File: src/rtl/main_decoder.sv
// -----------------------------------------------------------------------------
// main_decoder
//
// Purpose:
//   Main control decoder for a single-cycle MIPS-style datapath. The 6-bit
//   primary opcode (instruction bits [31:26]) is decoded combinationally and
//   every control signal is registered, so all outputs are flop outputs with
//   exactly one cycle of latency. There is no enable and no handshake: a new
//   opcode is accepted on every rising clock edge.
//
// Ports:
//   clk       in   1  rising-edge clock
//   rst_n     in   1  asynchronous active-low reset; clears every output
//   Opcode    in   6  instruction bits [31:26]
//   regwrite  out  1  register-file write enable
//   regdest   out  1  destination select: 1 = rd, 0 = rt
//   alusrc    out  1  ALU operand B: 1 = sign-extended immediate, 0 = register
//   memtoreg  out  1  write-back select: 1 = data memory, 0 = ALU result
//   memwrite  out  1  data-memory write enable
//   branch    out  1  conditional branch (beq)
//   jump      out  1  unconditional jump
//   ALUOp     out  2  00 = add, 01 = subtract/compare, 10 = decode funct
//   illegal   out  1  opcode outside the supported set
// -----------------------------------------------------------------------------
module main_decoder (
    input  logic       clk,
    input  logic       rst_n,
    input  logic [5:0] Opcode,
    output logic       regwrite,
    output logic       regdest,
    output logic       alusrc,
    output logic       memtoreg,
    output logic       memwrite,
    output logic       branch,
    output logic       jump,
    output logic [1:0] ALUOp,
    output logic       illegal
);

    localparam logic [5:0] OP_RTYPE = 6'b000000;
    localparam logic [5:0] OP_LW    = 6'b100011;
    localparam logic [5:0] OP_SW    = 6'b101011;
    localparam logic [5:0] OP_ADDI  = 6'b001000;
    localparam logic [5:0] OP_BEQ   = 6'b000100;
    localparam logic [5:0] OP_J     = 6'b000010;

    localparam logic [1:0] ALU_ADD   = 2'b00;
    localparam logic [1:0] ALU_SUB   = 2'b01;
    localparam logic [1:0] ALU_FUNCT = 2'b10;

    typedef struct packed {
        logic       regwrite;
        logic       regdest;
        logic       alusrc;
        logic       branch;
        logic       memwrite;
        logic       memtoreg;
        logic       jump;
        logic [1:0] aluop;
        logic       illegal;
    } ctrl_t;

    ctrl_t ctrl_d;
    ctrl_t ctrl_q;

    // Every field defaults to 0, so don't-care fields (regdest/memtoreg for
    // sw, everything but jump for j) come out as 0 without extra code.
    // The case uses exact matching: an opcode carrying X/Z bits matches no
    // item and lands in the default branch, which is a clean illegal decode
    // with no X reaching the flops.
    always_comb begin
        ctrl_d = '0;
        case (Opcode)
            OP_RTYPE: begin
                ctrl_d.regwrite = 1'b1;
                ctrl_d.regdest  = 1'b1;
                ctrl_d.aluop    = ALU_FUNCT;
            end
            OP_LW: begin
                ctrl_d.regwrite = 1'b1;
                ctrl_d.alusrc   = 1'b1;
                ctrl_d.memtoreg = 1'b1;
                ctrl_d.aluop    = ALU_ADD;
            end
            OP_SW: begin
                ctrl_d.alusrc   = 1'b1;
                ctrl_d.memwrite = 1'b1;
                ctrl_d.aluop    = ALU_ADD;
            end
            OP_ADDI: begin
                ctrl_d.regwrite = 1'b1;
                ctrl_d.alusrc   = 1'b1;
                ctrl_d.aluop    = ALU_ADD;
            end
            OP_BEQ: begin
                ctrl_d.branch   = 1'b1;
                ctrl_d.aluop    = ALU_SUB;
            end
            OP_J: begin
                ctrl_d.jump     = 1'b1;
            end
            default: begin
                // Unsupported opcode: flag it and leave every state-changing
                // control (regwrite, memwrite, branch, jump) at 0.
                ctrl_d.illegal  = 1'b1;
            end
        endcase
    end

    // Reset clears everything, illegal included; the opcode present while
    // reset is held is simply never captured.
    always_ff @(posedge clk or negedge rst_n) begin
        if (!rst_n) begin
            ctrl_q <= '0;
        end else begin
            ctrl_q <= ctrl_d;
        end
    end

    assign regwrite = ctrl_q.regwrite;
    assign regdest  = ctrl_q.regdest;
    assign alusrc   = ctrl_q.alusrc;
    assign memtoreg = ctrl_q.memtoreg;
    assign memwrite = ctrl_q.memwrite;
    assign branch   = ctrl_q.branch;
    assign jump     = ctrl_q.jump;
    assign ALUOp    = ctrl_q.aluop;
    assign illegal  = ctrl_q.illegal;

endmodule

File: config.mk
export PLATFORM = sky130hd
export DESIGN_NAME = main_decoder
export DESIGN_NICKNAME = d
export VERILOG_FILES = /design/src/rtl/main_decoder.sv
export SDC_FILE = /design/constraint.sdc
export NUM_CORES = 1
export LEC_CHECK = 0
export CAP_MARGIN = 20
export CORE_AREA = 2 2 39 41
export CTS_BUF_LIST = sky130_fd_sc_hd__clkbuf_16
export CTS_CLUSTER_DIAMETER = 40
export DETAILED_ROUTE_END_ITERATION = 12
export DIE_AREA = 0 0 41 43
export PLACE_DENSITY_LB_ADDON = 0.12
export SLEW_MARGIN = 25
export SYNTH_ARGS = -nofsm -noshare
export SYNTH_HDL_FRONTEND = slang
export SYNTH_SLANG_ARGS = --single-unit
File: constraint.sdc
create_clock -name clk -period 1.2 [get_ports clk]
set_clock_uncertainty 0.15 [all_clocks]
set_input_delay 0.36 -clock clk [delete_from_list [all_inputs] [get_ports clk]]
set_output_delay 0.36 -clock clk [all_outputs]
set_load 0.005 [all_outputs]
==> results of run 1 <==
Yosys cell counts (all sizes together), types with 2 or more instances:
master	instances
nor4b	2
dfrtp	9
a211oi	2
nor4	2
nor2b	2
sequential cells by signal, indices dropped and copies added, names as in the netlist:
register	count
ALUOp	1
alusrc	1
branch	1
illegal	1
jump	1
memtoreg	1
memwrite	1
regdest	1
regwrite	1
through the flow:
stage	area (sq um)	cells
floorplan	381.6	29
global placement	654.4	73
detailed placement	654.4	73
CTS	670.6	77
global route	699.4	77
finish	699.4	77
cells by family (layout without fill, tap and decap cells):
family                 count (synthesis)  in the layout  share of synthesized area
DFF                                    9              9                     0.6081
and+or+nand+nor                       14             14                     0.2635
buffers and inverters                  2             34                    0.03040
AOI/OAI and AO/OA                      4              4                    0.09799
cell type report:
cell class | instances | share of cell area
clock buffers | 3 | 0.1073
clock inverters | 1 | 0.005367
inverters | 1 | 0.005367
multi-input cells | 18 | 0.2379
flip-flops and latches | 9 | 0.3220
well taps | 16 | 0.02862
repair buffers | 29 | 0.2934
power breakdown:
part           internal (mW)  total, mW  switching [mW]  leakage [nW]
clock network          0.433      0.558           0.125        0.0423
logic                 0.0581      0.105          0.0466         0.188
registers              0.310      0.311         0.00113         0.120
total                  0.802      0.975           0.173         0.351
worst paths after layout:
path,from,to,slack [ns],cells after the start
setup / recovery,branch,ALUOp[0],-0.02,1
hold / removal,rst_n,illegal,0.26,2
max in group asynchronous,rst_n,jump,0.51,2
min in group clk,Opcode[1],alusrc,0.27,3
what timing repair did:
item / in CTS / in global routing
hold endpoints to repair: 0 / 0
pin swaps: 1 / 2
gates resized for setup: 58 / 11
setup endpoints to repair: 19 / 14
layer usage:
| metal | up-vias | part of all wire | GRT usage |
|---|---|---|---|
| li1 | 176 | - | - |
| met1 | 177 | 0.35 | 0.1200 |
| met2 | 18 | 0.56 | 0.2094 |
| met3 | 2 | 0.065 | 0.03141 |
| met4 | 0 | 0.015 | 0.1200 |
| met5 | - | 0 | 0 |
==> summary.md, run 1 <==
| Metric | Value |
|---|---|
| Antenna-violating nets left | `0` |
| Most frequent cells in the layout | `12 x buf_2, 12 x buf_4, 9 x dfrtp_1, 3 x clkbuf_16` |
| Initial Utilization | `0.2676` |
| Worst EP required | `0.69 ns` |
| Drt first-iter violations | `0` |
| Highest clock rate | `817.9 MHz` |
| Clk buf depth | `2` |
| RSZ-0062 raised after global routing | `yes` |
| Largest cells by area after synthesis | `dfrtp_1 61%, nor4b_1 4.7%, a211oi_2 3.4%` |
| Layout Nets | `70` |
| CP endpoint kind | `output port` |
| Htree depth | `1` |
| Io pins | `18` |
| Root buffer cell | `clkbuf_16` |
| Vias in the first global route | `373` |
| # setup viols final | `11` |
| Failing checks | `setup timing` |
| Area share of the largest cell type after synthesis | `0.6081` |
| Total track usage | `0.1289` |
| # DRC | `0` |
| Drt total wl | `933 um` |
| Startpoint Class | `flop` |
| Register area | `225.2 sq um` |
| Crit path DAT | `0.71 ns` |
| Worst Hold Class | `in2async` |
| Port bufs | `17` |
| GP Congestion | `0.7021` |
| Fraction of layout instances using a drive strength above 1 | `0.5902` |
| Die area | `1763 sq um` |
| Seq/Total Area, Yosys | `0.6081` |
| Post-CTS setup buffers | `0` |
| Fin worst setup slack | `-0.02261 ns` |
| Layout overhead on the synthesized area | `88.85%` |
| Slew Viols, Final | `0` |
| Via density | `4.844` |
| Hold_buf cts | `0` |
| Synth cell types | `18` |
| Slowest CP cell | `dfrtp_1` |
| Hold slack | `0.2637 ns` |
| Top FF cell, synth | `dfrtp_1` |
| Yosys Warn Count | `0` |
| Outcome | `complete, but fails checks` |
| Leakage | `0.3512 nW` |
| Largest stage delay on the critical path | `0.36 ns` |
| Post-synthesis average cell area | `12.77 sq um` |
| Area of the multi-input gates | `166.4 sq um` |
| Synthesized area | `370.4 sq um` |
| PD cells | `1393 nW/um^2` |
| Critical path peak fanout | `2` |
| Asr flop ratio synth | `1.000` |
| Clk sinks | `9` |
| Overflow after GRT | `0` |
| TNS Setup | `-0.09453 ns` |
| Peak VDD IR | `554.6 uV` |
| Yosys top cell by area | `dfrtp_1` |
| # rows | `14` |
| Mapped Cells | `29` |
| Period utilisation layout | `1.019` |
| Post-synth EDFFs | `0` |
| Via Count | `373` |
| Synthesized Nets | `37` |
| Synth Register Bits | `9` |
| Pre-Repair DR Iteration Count | `1` |
| Fillers | `136` |
| Detailed placement HPWL | `677.9 um` |
| Die width | `41 um` |
| Delay-heaviest family, CP | `flip-flops` |
| Final Util | `0.5054` |
| Max-slew headroom | `0.8171` |
| Total power | `0.9745 mW` |
| Worst slew pin tran | `0.2739 ns` |
| CP Class | `reg2out` |
| Wire per inst | `12.12 um` |
| CTS clk-pin slew, worst paths | `0.04 ns` |
| Die Y | `43 um` |
| Initial antenna violation count | `0` |
| Max cap viols | `0` |
| Pre-CTS WS | `-0.6247 ns` |
| First-pass GRT wire length | `1469 um` |
| Core ar. | `1384 sq um` |
| Final Hold Vio Count | `0` |
| Ant diodes | `0` |
| Tmin final | `1.223 ns` |
| CP bufs+invs | `1` |
| CP cell instances | `buf_2` |
| CTS tree | `yes` |
| Num CTS Buffers | `3` |
| Pin count of the biggest net entering global routing | `10` |
Power figures use the tool's default switching activity.
==> inputs of run 2 (changes only) <==
CAP_MARGIN = unset   (was 20)
==> results of run 2 <==
Final layout, timing and power as in run 1 (identical DEF).
